**src/rtl/dma_pkg.sv**
```systemverilog
// Shared state encoding and helpers for the DMA transfer sequencer.
// Channel vectors handed to onehot_to_idx are zero-extended to MAX_CH bits.
package dma_pkg;

   typedef enum logic [2:0] {IDLE, RD_CMD, RD_RSP, WR, RELEASE} dma_seq_state_e;

   localparam int unsigned BITS_PER_BYTE = 8;
   localparam int unsigned DEF_DW        = 32;
   localparam int unsigned ADDR_STEP     = DEF_DW / BITS_PER_BYTE;
   localparam int unsigned MAX_CH        = 32;

   function automatic int unsigned addr_step(input int unsigned dw);
      return dw / BITS_PER_BYTE;
   endfunction

   // Lowest set bit wins, so a malformed multi-hot grant still picks one channel.
   function automatic int unsigned onehot_to_idx(input logic [MAX_CH-1:0] vec);
      int unsigned idx;
      idx = 0;
      for (int i = MAX_CH - 1; i >= 0; i--) begin
         if (vec[i]) idx = unsigned'(i);
      end
      return idx;
   endfunction

endpackage

```
**src/rtl/dma_ch_ctx.sv**
```systemverilog
// Per-channel context: src/dst/remaining, busy and yield flags, start latch, done pulse.
// Updates one cycle after a start or advance strobe; a start while busy is dropped.
module dma_ch_ctx
   import dma_pkg::*;
#(
   parameter int unsigned AW   = 32,
   parameter int unsigned DW   = 32,
   parameter int unsigned LENW = 16
) (
   input  logic            clk_i,
   input  logic            rstn_i,
   input  logic            start,
   input  logic [AW-1:0]   src_in,
   input  logic [AW-1:0]   dst_in,
   input  logic [LENW-1:0] len_in,
   input  logic            advance,
   input  logic            set_yield,
   input  logic            clr_yield,
   output logic [AW-1:0]   src,
   output logic [AW-1:0]   dst,
   output logic            busy,
   output logic            yield,
   output logic            last,
   output logic            done
);

   localparam int unsigned STEP = addr_step(DW);

   logic [LENW-1:0] remaining;

   always_ff @(posedge clk_i or negedge rstn_i) begin
      if (!rstn_i) begin
         src       <= '0;
         dst       <= '0;
         remaining <= '0;
         busy      <= 1'b0;
         yield     <= 1'b0;
         done      <= 1'b0;
      end else begin
         done <= 1'b0;
         if (busy) begin
            if (advance) begin
               src       <= src + AW'(STEP);
               dst       <= dst + AW'(STEP);
               remaining <= remaining - LENW'(1);
               if (remaining == LENW'(1)) begin
                  busy <= 1'b0;
                  done <= 1'b1;
               end
            end
         end else if (start) begin
            // Zero-length jobs complete immediately without ever requesting.
            if (len_in != '0) begin
               src       <= src_in;
               dst       <= dst_in;
               remaining <= len_in;
               busy      <= 1'b1;
            end else begin
               done <= 1'b1;
            end
         end
         if (set_yield) begin
            yield <= 1'b1;
         end else if (clr_yield) begin
            yield <= 1'b0;
         end
      end
   end

   assign last = (remaining == LENW'(1));

endmodule

```
**src/rtl/dma_xfer_sequencer.sv**
```systemverilog
// Moves one word at a time (read then write) for the granted channel; grant to rd_valid is 1 cycle.
// Valid is held with stable addr/data until ready; req drops after QUANTUM words or completion.
module dma_xfer_sequencer
   import dma_pkg::*;
#(
   parameter int unsigned DMA_CH  = 8,
   parameter int unsigned AW      = 32,
   parameter int unsigned DW      = 32,
   parameter int unsigned LENW    = 16,
   parameter int unsigned QUANTUM = 4
) (
   input  logic                   clk_i,
   input  logic                   rstn_i,
   input  logic [DMA_CH-1:0]      start_i,
   input  logic [DMA_CH*AW-1:0]   src_addr_i,
   input  logic [DMA_CH*AW-1:0]   dst_addr_i,
   input  logic [DMA_CH*LENW-1:0] len_i,
   output logic [DMA_CH-1:0]      req_o,
   input  logic [DMA_CH-1:0]      grant_i,
   output logic                   rd_valid_o,
   output logic [AW-1:0]          rd_addr_o,
   input  logic                   rd_ready_i,
   input  logic                   rd_rvalid_i,
   input  logic [DW-1:0]          rd_rdata_i,
   output logic                   wr_valid_o,
   output logic [AW-1:0]          wr_addr_o,
   output logic [DW-1:0]          wr_data_o,
   input  logic                   wr_ready_i,
   output logic [DMA_CH-1:0]      busy_o,
   output logic [DMA_CH-1:0]      done_o
);

   localparam int unsigned CHW = (DMA_CH > 1) ? $clog2(DMA_CH) : 1;
   localparam int unsigned QW  = $clog2(QUANTUM + 1);

   dma_seq_state_e state, state_nxt;
   logic [CHW-1:0] cur_ch, cur_ch_nxt, grant_idx;
   logic [QW-1:0]  qcnt, qcnt_nxt;
   logic [DW-1:0]  data_q;

   logic [DMA_CH-1:0]         advance, set_yield, clr_yield;
   logic [DMA_CH-1:0]         ctx_busy, ctx_yield, ctx_last;
   logic [DMA_CH-1:0][AW-1:0] ctx_src, ctx_dst;

   assign grant_idx = CHW'(onehot_to_idx(MAX_CH'(grant_i)));

   for (genvar g = 0; g < DMA_CH; g++) begin : g_ctx
      dma_ch_ctx #(.AW(AW), .DW(DW), .LENW(LENW)) u_ctx (
         .clk_i     (clk_i),
         .rstn_i    (rstn_i),
         .start     (start_i[g]),
         .src_in    (src_addr_i[g*AW +: AW]),
         .dst_in    (dst_addr_i[g*AW +: AW]),
         .len_in    (len_i[g*LENW +: LENW]),
         .advance   (advance[g]),
         .set_yield (set_yield[g]),
         .clr_yield (clr_yield[g]),
         .src       (ctx_src[g]),
         .dst       (ctx_dst[g]),
         .busy      (ctx_busy[g]),
         .yield     (ctx_yield[g]),
         .last      (ctx_last[g]),
         .done      (done_o[g])
      );
   end

   always_ff @(posedge clk_i or negedge rstn_i) begin
      if (!rstn_i) begin
         state  <= IDLE;
         cur_ch <= '0;
         qcnt   <= '0;
         data_q <= '0;
      end else begin
         state  <= state_nxt;
         cur_ch <= cur_ch_nxt;
         qcnt   <= qcnt_nxt;
         if (state == RD_RSP && rd_rvalid_i) data_q <= rd_rdata_i;
      end
   end

   always_comb begin
      state_nxt  = state;
      cur_ch_nxt = cur_ch;
      qcnt_nxt   = qcnt;
      advance    = '0;
      set_yield  = '0;
      clr_yield  = '0;
      case (state)
         IDLE: begin
            if (grant_i != '0 && ctx_busy[grant_idx]) begin
               state_nxt  = RD_CMD;
               cur_ch_nxt = grant_idx;
               qcnt_nxt   = '0;
            end
         end
         RD_CMD: if (rd_ready_i) state_nxt = RD_RSP;
         RD_RSP: if (rd_rvalid_i) state_nxt = WR;
         WR: begin
            if (wr_ready_i) begin
               advance[cur_ch] = 1'b1;
               qcnt_nxt        = qcnt + QW'(1);
               // Completion takes precedence over a quantum yield on the same word.
               if (ctx_last[cur_ch]) begin
                  state_nxt = RELEASE;
               end else if (qcnt + QW'(1) == QW'(QUANTUM)) begin
                  set_yield[cur_ch] = 1'b1;
                  state_nxt         = RELEASE;
               end else begin
                  state_nxt = RD_CMD;
               end
            end
         end
         RELEASE: begin
            if (grant_i == '0) begin
               clr_yield[cur_ch] = 1'b1;
               state_nxt         = IDLE;
            end
         end
         default: state_nxt = IDLE;
      endcase
   end

   assign req_o      = ctx_busy & ~ctx_yield;
   assign busy_o     = ctx_busy;
   assign rd_valid_o = (state == RD_CMD);
   assign rd_addr_o  = rd_valid_o ? ctx_src[cur_ch] : '0;
   assign wr_valid_o = (state == WR);
   assign wr_addr_o  = wr_valid_o ? ctx_dst[cur_ch] : '0;
   assign wr_data_o  = wr_valid_o ? data_q : '0;

endmodule

```
**config.mk**
```make
export PLATFORM = sky130hd
export DESIGN_NAME = dma_xfer_sequencer
export DESIGN_NICKNAME = d
export VERILOG_FILES = /design/src/rtl/dma_pkg.sv /design/src/rtl/dma_ch_ctx.sv /design/src/rtl/dma_xfer_sequencer.sv
export SDC_FILE = /design/constraint.sdc
export NUM_CORES = 2
export LEC_CHECK = 0
export BUFFER_PORTS_ARGS = -buffer_cell sky130_fd_sc_hd__clkbuf_2
export CAP_MARGIN = 20
export CORE_UTILIZATION = 45
export CTS_BUF_LIST = sky130_fd_sc_hd__clkbuf_16
export DETAILED_ROUTE_END_ITERATION = 8
export PLACE_DENSITY = 0.68
export RECOVER_POWER = 25
export SLEW_MARGIN = 20
export SYNTH_ARGS = -nofsm -noshare
export SYNTH_HDL_FRONTEND = slang
export SYNTH_SLANG_ARGS = --single-unit
```
**constraint.sdc**
```tcl
create_clock -name clk_i -period 2.7 [get_ports clk_i]
set_input_delay 0.54 -clock clk_i [delete_from_list [all_inputs] [get_ports clk_i]]
set_output_delay 0.54 -clock clk_i [all_outputs]
set_load 0.005 [all_outputs]
```
Word level (Yosys, flattened, before mapping)
Cells that the tools add are included.
Word-level totals
  flip-flop bits (word level): 705
  word-level logic and storage cells: 390
  input bits: 693
Cells by class
  $add $sub $neg: 25
  reductions and logical operators: 50
  bitwise operators: 2
  eq/ne operators: 26
  order comparisons: 3
  mux-type cells: 232
Operator list (number)
  32-bit 2-to-1 mux: 69
  32-bit by 3-bit adder with 32-bit output, second input constant: 16
  16-bit 2-to-1 mux: 32
  32-bit binary-select mux with 3-bit select: 2
  16-bit by 1-bit equality test with 1-bit output, second input constant: 8
  16-bit nonzero test: 8
  16-bit by 1-bit subtractor with 16-bit output, second input constant: 8
  1-bit 2-to-1 mux: 99
  8-bit 2-to-1 mux: 8
  3-bit 2-to-1 mux: 17
  2-bit nonzero test: 25
  3-bit AND reduction: 9
  2-bit != test, second input constant: 11
  3-bit one-hot mux with 5 select lines: 1
  8-bit bitwise AND: 1
  8-bit zero test: 1
  3-bit by 4-bit less-than comparator with 1-bit output, second input constant: 2
  8-bit inverter: 1
  8-bit nonzero test: 1
  1-bit binary-select mux with 3-bit select: 2
  3-bit by 2-bit equality test with 1-bit output, second input constant: 2
  3-bit equality test, second input constant: 2
  3-bit one-hot mux with 2 select lines: 1
  5-bit AND reduction: 1
  8 further kinds: 11

Logic depth before layout (Yosys ltp)
  depth in word-level cells: 13
  mapped depth: 10
  depth with buffers taken out: 9

Modules after synthesis
From an unflattened synthesis, not the netlist that was laid out.
Second synthesis, totals
  cells, all modules: 5499
  area, all modules: 47342.9 sq um
Modules (own cells, without submodules)
  dma_ch_ctx (g_ctx[0].u_ctx ...): seq. area each 2077.0 sq um, times used 7, cells each 607, area each 5255.0 sq um
  dma_ch_ctx (g_ctx[7].u_ctx): seq. area each 2077.0 sq um, times used 1, cells each 615, area each 5285.1 sq um
  dma_xfer_sequencer: seq. area each 1026.0 sq um, times used 1, cells each 635, area each 5272.6 sq um

Worst setup path before layout
Ideal clock, no wire load.
  kind: reg2out
  from: register cur_ch[0]
  to: output port wr_addr_o[11]
  arrival time: 1.824 ns
  buffers on the path: 4
  cell stages (with the launch flop): 8
  setup slack: 0.336 ns
  required time: 2.160 ns
  cell sequence: dfrtp_1 buf_2 clkbuf_1 nor3_1 buf_2 buf_1 a22oi_1 a41oi_1
On the way
  longest elaborated chain between the ends: 3
Ends and longest elaborated chain
  from (decl): line dma_xfer_sequencer.sv:37  | logic [CHW-1:0] cur_ch, cur_ch_nxt, grant_idx;
  from (signal assigned): line dma_xfer_sequencer.sv:75  | cur_ch <= cur_ch_nxt;
  32-bit binary-select mux with 3-bit select: line dma_xfer_sequencer.sv:128  | assign wr_addr_o = wr_valid_o ? ctx_dst[cur_ch] : '0;
  32-bit 2-to-1 mux (implied by the code): line dma_xfer_sequencer.sv:128
  32-bit 2-to-1 mux: line dma_xfer_sequencer.sv:128
  to (decl): line dma_xfer_sequencer.sv:26  | output logic [AW-1:0] wr_addr_o,
Every way passes these cells. The select of a mux whose other input is x is not followed.

Worst setup path after layout
  from: register cur_ch[2]
  to: output port wr_addr_o[25]
Same word-level chain as after synthesis.

==> summary.txt <==
Run status
  – Run status: complete, but fails checks
  – Failing checks: capacitance limit, slew limit, setup timing

Routing
  – Via density: 6.85
  – Vias post-DR: 52000
  – First-pass DRT Iterations: 7
  – Final wirelength: 235 mm
  – Routed wire per std cell: 31.0 um
  – Routed Antenna Nets: 0
  – Post-route DRC: 0
  – Initial drt markers: 7818

Worst setup path
  – RR Endpoint: g_ctx[4].u_ctx.yield$_DFFE_PN0P_
  – Worst-path fanout max: 16
  – Reg2reg start: cur_ch[1]$_DFFE_PN0P_
  – R2R cell count: 11
  – CP Class: flop to output pin
  – Setup crit start kind: flop
  – R2R setup slack: -0.03 ns
  – Worst EP required: 2.16 ns
  – WP data arrival: 2.70 ns
  – Crit end category: output pin

CTS
  – Inserted Clock Buffers: 86
  – CTS Buffer Depth: 3
  – CTS Root Cell: clkbuf_16
  – Worst skew pair latency: 0.68 ns
  – CTS tree: built
  – Clock sink total: 705
  – Clk pin slew, worst setup/hold paths: 0.06 ns
  – Max H-tree Level: 3

Synthesis
  – Async SR Flop Fraction: 1.00
  – Cells after synthesis: 5239
  – EDFF count, synth: 0
  – Cell taking the most area after synthesis: dfrtp_1
  – Synth Flop Type: dfrtp_1
  – Synth cell types: 80
  – Syn_nets: 5966
  – Cell Area, Synth: 43900 um2
  – Syn avg cell area: 8.38 um2
  – Yosys top cell area share: 0.402
  – Synth Register Bits: 705
  – Largest cells by area after synthesis: dfrtp_1 40%, a21oi_1 7.4%, o22ai_1 6.7%, o21ai_0 4.6%, nand3_1 4.6%
  – Synth warn: 0
  – Seq/Total Area, Yosys: 0.402

Power
  – Worst vdd ir: 531 uV
  – PD cells: 719 nW/um2
  – Leakage: 24.4 nW
  – Total power: 41.4 mW

Layout
  – Most common cell after layout, fill and taps aside: clkbuf_2
  – Area grow syn2layout: 31.1%
  – Most frequent cells in the layout: 777 x clkbuf_2, 694 x dfrtp_1, 646 x a21oi_1
  – Final net count: 6945
  – Layout cells sized above 1: 0.282

STA
  – Fin. max-slew vios: 43
  – Final Critical Period: 3.24 ns
  – Actual slew at the worst max-slew pin: 1.55 ns
  – Final worst-path cycle share: 1.20
  – Setup ws final: -0.544 ns
  – Final worst clock skew: 0.0234 ns
  – Slew headroom: -0.0310
  – Setup TNS: -30.14 ns
  – Number of hold violations in the final report: 0
  – RSZ-0062 raised after global routing: true
  – Fmax: 308 MHz
  – Setup Viol. Count Final: 126

Global routing
  – Vias in the first global route: 46600
  – Largest net degree at the start of global routing: 102
  – Gr ovfl total: 0
  – Total track usage: 0.458
  – Global-route wire length before repair: 326 mm
  – Initial antenna violation count: 31

Floorplanning
  – Die footprint: 98800 um2
  – IO Pins: 815
  – Core Box Area: 96700 um2
  – Die Height: 314 um
  – Die width: 314 um
  – # rows: 114
  – Initial Utilization: 0.454

Worst hold path
  – HP Class: primary input to flop
  – Hold depth: 2
  – Hold-critical path endpoint: data_q[21]$_DFFE_PN0P_
  – Worst hold start: rd_rdata_i[21]

Placed design
  – Routability cong.: 1.08
  – Post-DP HPWL: 180 mm
  – IO buf count: 814

Job
  – Max Cap Viol: 1
logic make-up after synthesis:
group,after synthesis,share of synthesized area
compound gates,2046,0.280
xor+xnor,1,0.000200
fa+ha+maj,34,0.00969
buf+inv,471,0.0448
flops,705,0.402
mux,236,0.0558
simple gates,1746,0.207
worst max-delay path, cell delays in order (launching register included):
cell and delay, ns:
dfrtp_2 0.47, and3_2 0.28, buf_12 0.17, buf_4 0.19
a22oi_2 0.38, a41oi_2 0.22, buf_4 0.21, clkbuf_2 0.10
routing by layer:
metal / vias to the layer above / part of all wire / track usage
li1: 22200 / - / -
met4: 12 / 0.094 / 0.356
met1: 25100 / 0.36 / 0.563
met2: 3732 / 0.41 / 0.651
met3: 902 / 0.13 / 0.162
met5: - / 0.00096 / 0
timing repair:
item | 4_1_cts | 5_1_grt
hold buffers | 1 | 0
buffers inserted | 52 | 40
endpoints found under the setup margin | 75 | 122
pin swaps | 67 | 87
gates resized for setup | 260 | 182
hold endpoints to repair | 28 | 0
cloned | 17 | 5
worst max-delay path by stage:
stage / slack [ns] / end / from / cells past startpoint
2_1_floorplan: 0.34 / wr_addr_o[11] / cur_ch[0]$_DFFE_PN0P_ / 7
3_3_place_gp: -0.31 / state[0]$_DFFE_PN0P_ / g_ctx[0].u_ctx.remaining[5]$_DFFE_PN0P_ / 7
3_5_place_dp: -0.24 / state[0]$_DFFE_PN0P_ / g_ctx[0].u_ctx.remaining[5]$_DFFE_PN0P_ / 7
4_1_cts: -0.49 / rd_addr_o[6] / cur_ch[0]$_DFFE_PN0P_ / 9
5_1_grt: -0.54 / wr_addr_o[25] / cur_ch[2]$_DFFE_PN0P_ / 10
6_report: -0.54 / wr_addr_o[25] / cur_ch[2]$_DFFE_PN0P_ / 7
sequential cells by signal, indices dropped and copies added, names as in the netlist:
register and count:
g_ctx.u_ctx.done 8, data_q 32, g_ctx.u_ctx.yield 8, g_ctx.u_ctx.src 256, g_ctx.u_ctx.dst 256, qcnt 3
state 3, g_ctx.u_ctx.remaining 128, cur_ch 3, g_ctx.u_ctx.busy 8
synthesized netlist by cell type (6+ instances only):
| library cell | number |
|---|---|
| a21o_1 | 20 |
| a21oi_1 | 646 |
| a221oi_1 | 59 |
| a22o_1 | 37 |
| a22oi_1 | 174 |
| a31o_2 | 17 |
| a31oi_1 | 89 |
| a41o_1 | 9 |
| a41oi_1 | 29 |
| and2_1 | 61 |
| and3_1 | 206 |
| and4_1 | 36 |
| buf_1 | 34 |
| buf_2 | 108 |
| buf_4 | 17 |
| clkbuf_1 | 233 |
| dfrtp_1 | 705 |
| ha_1 | 34 |
| inv_1 | 78 |
| mux2_2 | 70 |
| mux2i_1 | 166 |
| nand2_1 | 383 |
| nand2b_1 | 30 |
| nand3_1 | 405 |
| nand3b_1 | 7 |
| nand4_1 | 89 |
| nand4b_1 | 8 |
| nor2_1 | 271 |
| nor2b_1 | 18 |
| nor3_1 | 73 |
| nor3_2 | 9 |
| nor3b_1 | 9 |
| nor4_1 | 66 |
| o211ai_1 | 7 |
| o21a_1 | 6 |
| o21ai_0 | 407 |
| o22a_1 | 12 |
| o22ai_1 | 467 |
| o31ai_1 | 19 |
| o32ai_1 | 14 |
| or2_2 | 7 |
| or3_1 | 29 |
power breakdown:
part / internal (mW) / switching (mW)
sequential: 12.1 / 2.36
clock: 6.74 / 4.96
combinational: 6.38 / 8.82
total: 25.2 / 16.1
cell type report:
class | count | area, um2
Antenna cell | 25 | 62.6
Clock buffer | 88 | 2200
Clock inverter | 62 | 538
Fill cell | 8695 | 39200
Inverter | 79 | 302
Multi-Input combinational cell | 4065 | 26100
Sequential cell | 705 | 17700
Tap cell | 1276 | 1600
Timing Repair Buffer | 1281 | 9090
metrics by stage:
stage	util	setup slack, ns	hold slack (ns)	std cells	cell area [um2]
after floorplan	-	0.336	0.244	5239	43900
after global placement	0.534	-0.309	0.483	7320	51600
after detailed placement	0.534	-0.239	0.488	7320	51600
after CTS	0.584	-0.491	0.0720	7528	56500
after global routing	0.595	-0.536	0.0847	7570	57500
final	0.595	-0.544	0.0887	7581	57500
No activity file was read; power rests on OpenSTA's default activity.
